==> config.mk <==
export PLATFORM = sky130hd
export DESIGN_NAME = exec_result_stage
export DESIGN_NICKNAME = d
export VERILOG_FILES = /design/src/rtl/exec_pkg.sv /design/src/rtl/exec_skid_buf.sv /design/src/rtl/exec_result_stage.sv
export SDC_FILE = /design/constraint.sdc
export NUM_CORES = 1
export LEC_CHECK = 0
export CORE_ASPECT_RATIO = 1.25
export CORE_UTILIZATION = 38
export CTS_CLUSTER_SIZE = 20
export DETAILED_ROUTE_END_ITERATION = 8
export HOLD_SLACK_MARGIN = 0.02
export PLACE_DENSITY = 0.77
export SLEW_MARGIN = 30
export SYNTH_ARGS = -nofsm -noshare
export SYNTH_HDL_FRONTEND = slang
export SYNTH_SLANG_ARGS = --single-unit
==> constraint.sdc <==
create_clock -name clk -period 3.82 [get_ports clk]
set_input_delay 0.764 -clock clk [delete_from_list [all_inputs] [get_ports clk]]
set_output_delay 0.764 -clock clk [all_outputs]
set_load 0.005 [all_outputs]
==> src/rtl/exec_pkg.sv <==
// exec_pkg
//   Shared definitions for the execute result stage: ALU function codes,
//   condition-code bit positions and the condition-code reset value.
package exec_pkg;

    typedef enum logic [3:0] {
        ADDQ = 4'd0,
        SUBQ = 4'd1,
        ANDQ = 4'd2,
        XORQ = 4'd3
    } fn_e;

    localparam int CC_ZF = 2;
    localparam int CC_SF = 1;
    localparam int CC_OF = 0;

    localparam logic [2:0] CC_RESET = 3'b100;

endpackage

==> src/rtl/exec_skid_buf.sv <==
// exec_skid_buf
//   Two-entry in-order buffer with a registered ready.
//   Ports:
//     clk, rst_n            clock, asynchronous active-low reset
//     in_valid/in_ready     upstream handshake (in_ready is a flop)
//     in_payload  [W]       entry written on input handshake
//     out_valid/out_ready   downstream handshake
//     out_payload [W]       head entry, forced to zero while empty
module exec_skid_buf #(
    parameter int W = 8
) (
    input  logic         clk,
    input  logic         rst_n,
    input  logic         in_valid,
    output logic         in_ready,
    input  logic [W-1:0] in_payload,
    output logic         out_valid,
    input  logic         out_ready,
    output logic [W-1:0] out_payload
);

    logic [W-1:0] slot [2];
    logic         wr_ptr;
    logic         rd_ptr;
    logic [1:0]   count;
    logic [1:0]   count_nxt;
    logic         push;
    logic         pop;

    assign push      = in_valid && in_ready;
    assign pop       = out_valid && out_ready;
    assign out_valid = (count != 2'd0);

    always_comb begin
        count_nxt = count;
        if (push && !pop) begin
            count_nxt = count + 2'd1;
        end else if (pop && !push) begin
            count_nxt = count - 2'd1;
        end
    end

    // Ready is registered from the next occupancy, so out_ready never reaches
    // in_ready combinationally; a full buffer draining this cycle only opens
    // ready on the following one. Ready resets low and rises on the first edge.
    always_ff @(posedge clk or negedge rst_n) begin
        if (!rst_n) begin
            count    <= 2'd0;
            wr_ptr   <= 1'b0;
            rd_ptr   <= 1'b0;
            in_ready <= 1'b0;
        end else begin
            count    <= count_nxt;
            in_ready <= (count_nxt != 2'd2);
            if (push) begin
                wr_ptr <= ~wr_ptr;
            end
            if (pop) begin
                rd_ptr <= ~rd_ptr;
            end
        end
    end

    // Storage needs no reset: occupancy decides what is visible.
    always_ff @(posedge clk) begin
        if (push) begin
            slot[wr_ptr] <= in_payload;
        end
    end

    assign out_payload = out_valid ? slot[rd_ptr] : '0;

endmodule

==> src/rtl/exec_result_stage.sv <==
// exec_result_stage
//   Selects one ALU result channel by function code, buffers it in a
//   two-entry queue, and on retirement updates the condition-code register
//   and the sticky bad-function flag.
//   Ports:
//     clk, rst_n                 clock, asynchronous active-low reset
//     in_valid/in_ready          upstream handshake
//     in_fn      [FN_W]          function code (channel select)
//     in_data    [NUM_OPS*WIDTH] packed channel results
//     in_cc      [NUM_OPS*CC_W]  packed channel condition codes
//     in_set_cc                  operation may update cc_q
//     out_valid/out_ready        downstream handshake
//     out_data, out_cc           head entry result and condition codes
//     out_bad_fn                 head entry had an out-of-range function code
//     cc_q                       architectural condition codes
//     err_clr, err_sticky        clear / sticky bad-function indication
module exec_result_stage
    import exec_pkg::*;
#(
    parameter int WIDTH   = 64,
    parameter int NUM_OPS = 4,
    parameter int FN_W    = 4,
    parameter int CC_W    = 3
) (
    input  logic                     clk,
    input  logic                     rst_n,
    input  logic                     in_valid,
    output logic                     in_ready,
    input  logic [FN_W-1:0]          in_fn,
    input  logic [NUM_OPS*WIDTH-1:0] in_data,
    input  logic [NUM_OPS*CC_W-1:0]  in_cc,
    input  logic                     in_set_cc,
    output logic                     out_valid,
    input  logic                     out_ready,
    output logic [WIDTH-1:0]         out_data,
    output logic [CC_W-1:0]          out_cc,
    output logic                     out_bad_fn,
    output logic [CC_W-1:0]          cc_q,
    input  logic                     err_clr,
    output logic                     err_sticky
);

    // Entry layout: {set_cc, bad, cc, data}
    localparam int PW = WIDTH + CC_W + 2;

    logic [WIDTH-1:0] sel_data;
    logic [CC_W-1:0]  sel_cc;
    logic             sel_bad;
    logic [PW-1:0]    buf_in;
    logic [PW-1:0]    buf_out;
    logic             head_set_cc;
    logic             out_hs;

    // An unmatched code leaves data/cc at zero and marks the entry bad.
    always_comb begin
        sel_data = '0;
        sel_cc   = '0;
        sel_bad  = 1'b1;
        for (int k = 0; k < NUM_OPS; k++) begin
            if (32'(in_fn) == k) begin
                sel_data = in_data[k*WIDTH +: WIDTH];
                sel_cc   = in_cc[k*CC_W +: CC_W];
                sel_bad  = 1'b0;
            end
        end
    end

    assign buf_in = {in_set_cc, sel_bad, sel_cc, sel_data};

    exec_skid_buf #(
        .W(PW)
    ) u_buf (
        .clk        (clk),
        .rst_n      (rst_n),
        .in_valid   (in_valid),
        .in_ready   (in_ready),
        .in_payload (buf_in),
        .out_valid  (out_valid),
        .out_ready  (out_ready),
        .out_payload(buf_out)
    );

    assign out_data    = buf_out[WIDTH-1:0];
    assign out_cc      = buf_out[WIDTH +: CC_W];
    assign out_bad_fn  = buf_out[PW-2];
    assign head_set_cc = buf_out[PW-1];
    assign out_hs      = out_valid && out_ready;

    always_ff @(posedge clk or negedge rst_n) begin
        if (!rst_n) begin
            cc_q <= CC_W'(CC_RESET);
        end else if (out_hs && head_set_cc && !out_bad_fn) begin
            cc_q <= out_cc;
        end
    end

    // A retiring bad entry wins over a simultaneous clear.
    always_ff @(posedge clk or negedge rst_n) begin
        if (!rst_n) begin
            err_sticky <= 1'b0;
        end else if (out_hs && out_bad_fn) begin
            err_sticky <= 1'b1;
        end else if (err_clr) begin
            err_sticky <= 1'b0;
        end
    end

endmodule

Word-level counts from Yosys, hierarchy flattened

Memory sizes are Yosys's and may differ from the RTL's.
Cells that the tools add are included.

Reductions and logical operators: 13
Add/subtract/negate cells: 2
Eq/ne operators: 4
Bitwise logic cells: 2
Multiplexer cells: 19

Operator list:

| kind                                                                  | number |
|---|---|
| 64-bit two-way mux                                                    | 4 |
| 69-bit two-way mux                                                    | 1 |
| 3-bit two-way mux                                                     | 4 |
| 4-bit by 2-bit equality test with 1-bit output, second input constant | 2 |
| 1-bit two-way mux                                                     | 8 |
| 1-bit logical AND                                                     | 7 |
| 4-bit by 1-bit equality test with 1-bit output, second input constant | 1 |
| 4-bit logical NOT                                                     | 1 |
| 2-bit two-way mux                                                     | 2 |
| 2-bit nonzero test                                                    | 2 |
| 1-bit logical NOT                                                     | 3 |
| 2-bit by 1-bit adder with 2-bit output, second input constant         | 1 |
| 2-bit inequality test, second input constant                          | 1 |
| 1-bit NOT                                                             | 2 |
| 2-bit by 1-bit subtractor with 2-bit output, second input constant    | 1 |

Memory bits (writable): 138
Output and inout bits: 74
Input bits: 278
Flip-flop bits (word level): 9
Memories kept: 1

Memory list:

| name       | words | bits a word | read ports | clocked after Yosys merged registers in | write ports | line                | text |
|---|---|---|---|---|---|---|---|
| u_buf.slot | 2     | 69          | 1          | 0                                       | 1           | exec_skid_buf.sv:22 | `logic [W-1:0] slot [2];` |

Logic depth before layout (Yosys ltp)

Word-level depth: 6
Mapped depth: 6

By module

Synthesis repeated with hierarchy kept, for this count alone.

Cells, all modules: 566
Area total of the unflattened synthesis: 7,602.3 µm²

By module, submodules not included:

| module            | area each (µm²) | instances | cells each |
|---|---|---|---|
| exec_skid_buf     | 5,487.8         | 1         | 320 |
| exec_result_stage | 2,114.5         | 1         | 246 |

Least setup slack after synthesis

Ideal clock, no wire load.

Path kind: input to register
Start: in in_valid
End: mem u_buf.slot[0][0] (netlist name) (enable)
Arrival: 3.791 ns
Required time: 3.323 ns
Buffers on the path: 0
Stages: 2
Path slack: -0.468 ns
Cell sequence: nand2_1 > nor2_1

Word-level cells in the longest chain between the ends: 3

RTL lines:

| element                                 | line                    | text |
|---|---|---|
| from (decl)                             | exec_result_stage.sv:27 | `input logic in_valid,` |
| 1-bit logical AND                       | exec_skid_buf.sv:30     | `assign push = in_valid && in_ready;` |
| 1-bit two-way mux                       | exec_skid_buf.sv:66     | `if (push) begin` |
| 1-bit two-way mux (not written as such) | exec_skid_buf.sv:67     | `slot[wr_ptr] <= in_payload;` |
| to (decl)                               | exec_skid_buf.sv:22     |  |

Every way passes these cells.

Worst setup path in the final report

Start: reg u_buf.count[0]
End: out out_data[8]

Word-level cells in the longest chain between the ends: 2

RTL lines:

| element                | line                    | text |
|---|---|---|
| from (decl)            | exec_skid_buf.sv:25     | `logic [1:0] count;` |
| from (signal assigned) | exec_skid_buf.sv:53     | `count <= count_nxt;` |
| 2-bit nonzero test     | exec_skid_buf.sv:32     | `assign out_valid = (count != 2'd0);` |
| 69-bit two-way mux     | exec_skid_buf.sv:71     | `assign out_payload = out_valid ? slot[rd_ptr] : '0;` |
| to (decl)              | exec_result_stage.sv:35 | `output logic [WIDTH-1:0] out_data,` |

Every way passes these cells.

==> results by group <==
Outcome
  – Status: completed

GRT
  – Largest net degree at the start of global routing: 70
  – Initial antenna violation count: 4
  – Vias in the first global route: around 5.9k
  – GRT Util Overall: 20.2%
  – Grt total ovfl: 0
  – First-pass GRT wire length: 31.2 mm

Worst hold path
  – Type of the most critical hold path: flop to flop

Worst setup path
  – Worst setup SP type: flop
  – Worst EP arrival: ~2400 ps
  – CP max FO: 41
  – CP top delay family: buffers and inverters
  – CP Class: flop to output pin
  – Crit-path slowest cell: ha_2
  – Worst-path cell chain: inv_1, ha_2, buf_12, nor2_1, clkdlybuf4s50_1
  – Worst EP required: between 3000 and 4000 ps
  – Slowest stage delay, CP: 600 ps
  – Worst path buffer plus inverter count: 3
  – Critical path endpoint category: output pin

STA
  – Period utilization: between 80% and 90%
  – Slew Viols, Final: 0
  – Slew HR: roughly 41%
  – Final WS setup: 642 ps
  – Actual slew at the worst max-slew pin: 890 ps
  – # setup viols final: 0
  – Fin Clk Skew: about 6.5 ps
  – Final TNS setup: 0 ps
  – Fmax: 0.315 GHz
  – RSZ-0062 raised after global routing: no
  – Fin crit period: 3180 ps
  – Final number of hold-violating endpoints: 0

Detailed routing
  – DR pass1 iterations: 4
  – Vias/cell: 4.97
  – Vias post-DR: 5,492
  – DR iter-0 viols: roughly 190
  – ANT nets after route: 0
  – DRC: 0
  – Routed length per instance: 18.4 um
  – Final wirelength: roughly 20 mm

Yosys
  – Seq/Total Area, Yosys: about 57%
  – Top FF cell, synth: edfxtp_1
  – Yosys warns: 0
  – Cells after synthesis: 483
  – Post-Synthesis Cell Area: 0.00769 mm2
  – Most frequent cell after synthesis: edfxtp_1
  – Share of the synthesized area in the top cell type: 53.9%
  – Number of flops mapped to enable cells by yosys: 138
  – #FFs+latches synth: between 100 and 150
  – Ranking of synthesized cells by area: edfxtp_1 54%, mux4_2 20%, mux2i_1 9.1%
  – Top cells by count, synth: 138 x edfxtp_1, 70 x mux2i_1, 69 x nor2_1, 68 x nor2b_1, 67 x mux4_2
  – Synthesized area per cell: roughly 16 um2
  – Distinct cells, synth: 26
  – Post-Syn Nets: 763
  – Synth area leader: edfxtp_1
  – Async SR Flop Fraction: 6.12%

Place
  – Cell Area, Placed: ~0.011 mm2
  – Port buffer count: 351
  – GPL Wtd Cong: 0.757
  – Placement Setup Slack: about 980 ps
  – DPL Wire Length: 15.2 mm

Clock network
  – Clock Tree Buf Depth: 2
  – CTS buffer count: 17
  – Clock latency on the worst-skew pair: 410 ps
  – Clk pin slew, worst setup/hold paths: 60 ps
  – Root Driver: clkbuf_16
  – H-tree levels: 4
  – CTS resizes: 0
  – Post-CTS setup buffer count: 0
  – TritonCTS clock tree: built
  – TritonCTS Sinks: approximately 150
  – # hold bufs at CTS: 0

Floorplanning
  – Core area: 0.0196 mm2
  – Die Area: about 0.021 mm2
  – IO Count: 352
  – Die Y: 161 um
  – Initial core utilization: 39.2%
  – Die W: about 130 um
  – FP Rows: 57

Power and ir drop
  – Worst vdd ir: 0.296 mV
  – PD cells: 553 mW/mm2
  – Leakage: roughly 4.3 nW

Cells and area
  – Post-route cell area: 0.0120 mm2
  – # nets final: 1,107
  – Fillers: roughly 1.5k
  – Area taken by flip-flops and latches: 0.00437 mm2
  – Multi-input gate area: 0.00307 mm2
  – Area Growth Syn to Fin: 56.4%
  – Share of cells above drive strength 1: ~14%

Run
  – # Max-Cap Violations: 0
## worst reg2reg max path: cells and delay by family, from the launching register on
family	cells	cell delay, ps
fa+ha+maj	1	610
flops	1	390
simple gates	2	460
compound gates	2	250
buf+inv	2	440
## where the power goes
part	total (mW)	internal, mW	leakage [nW]	switching [mW]
clock network	1.59	0.955	0.262	0.639
logic	2.71	1.58	2.66	1.13
registers	2.36	2.20	1.40	0.156
total	6.66	4.73	4.32	1.92
## cells by family (layout without fill, tap and decap cells)
kind of cell | count (synthesis) | after routing | share of synthesized area, %
AND/OR/NAND/NOR | 145 | 145 | 9.43
adder cells (fa/ha/maj) | 2 | 2 | 0.325
flip-flops | 147 | 147 | 56.8
other | 0 | 2 | 0
multiplexers | 141 | 141 | 29.3
AO/OA/AOI/OAI | 4 | 4 | 0.342
XOR/XNOR | 3 | 3 | 0.342
buffers and inverters | 41 | 397 | 3.45
## through the flow
step	cells	hold WS (ps)	util [%]	total power, mW
global route	1104	493	61.3	6.98
finish	1106	475	61.3	6.66
floorplan	483	446	-	3.59
global placement	1072	464	58.3	5.09
CTS	1103	477	61.2	6.74
detailed placement	1072	464	58.3	5.14
## sequential cells by signal, summed over array words and instances (netlist names)
name and count:
u_buf.slot 138, cc_q 3, u_buf.count 2, err_sticky 1, u_buf.in_ready 1, u_buf.rd_ptr 1, u_buf.wr_ptr 1
## cells in the final DEF, fill, tap and decap left out, types with 2 or more instances in the layout
master	n
clkdlybuf4s50_1	349
diode_2	2
clkinv_2	2
nor2b_1	68
edfxtp_1	138
clkinv_4	2
dfrtp_1	7
mux2i_1	70
buf_12	6
mux2_2	4
nand2_1	4
nor2_1	68
bufinv_16	2
clkinvlp_4	5
inv_1	4
buf_4	7
clkbuf_16	17
mux4_2	67
xnor2_1	3
## area by class of cell
class,count,share of cell area [%]
clock inverter,13,1.14
inverter,4,0.125
clock buffer,18,3.57
sequential,147,36.4
multi-input combinational,295,25.5
tap,265,2.76
timing repair buffer,362,30.5
antenna,2,0.0416
## worst paths after layout
path	start	endpoint	slack, ps	depth (start not counted)
min	u_buf.count[0]$_DFF_PN0_	u_buf.count[0]$_DFF_PN0_	470	1
min reg2reg	u_buf.count[0]$_DFF_PN0_	u_buf.count[0]$_DFF_PN0_	470	1
max in group asynchronous	rst_n	u_buf.rd_ptr$_DFFE_PN0P_	2800	1
min in group asynchronous	rst_n	err_sticky$_DFFE_PN0P_	670	1
max reg2reg	u_buf.count[0]$_DFF_PN0_	u_buf.count[1]$_DFF_PN0_	1550	7
max	u_buf.count[0]$_DFF_PN0_	out_data[8]	640	5
## layer usage
metal / part of all wire (%) / up-vias / track usage [%]
met5: 0.15 / - / 0
met4: 1.9 / 4 / 7.38
met3: 7.6 / 27 / 5.73
met2: 55 / 228 / 38.2
met1: 35 / 2683 / 20.9
li1: - / 2550 / -
Note: power is estimated with default switching activity, not from simulation.
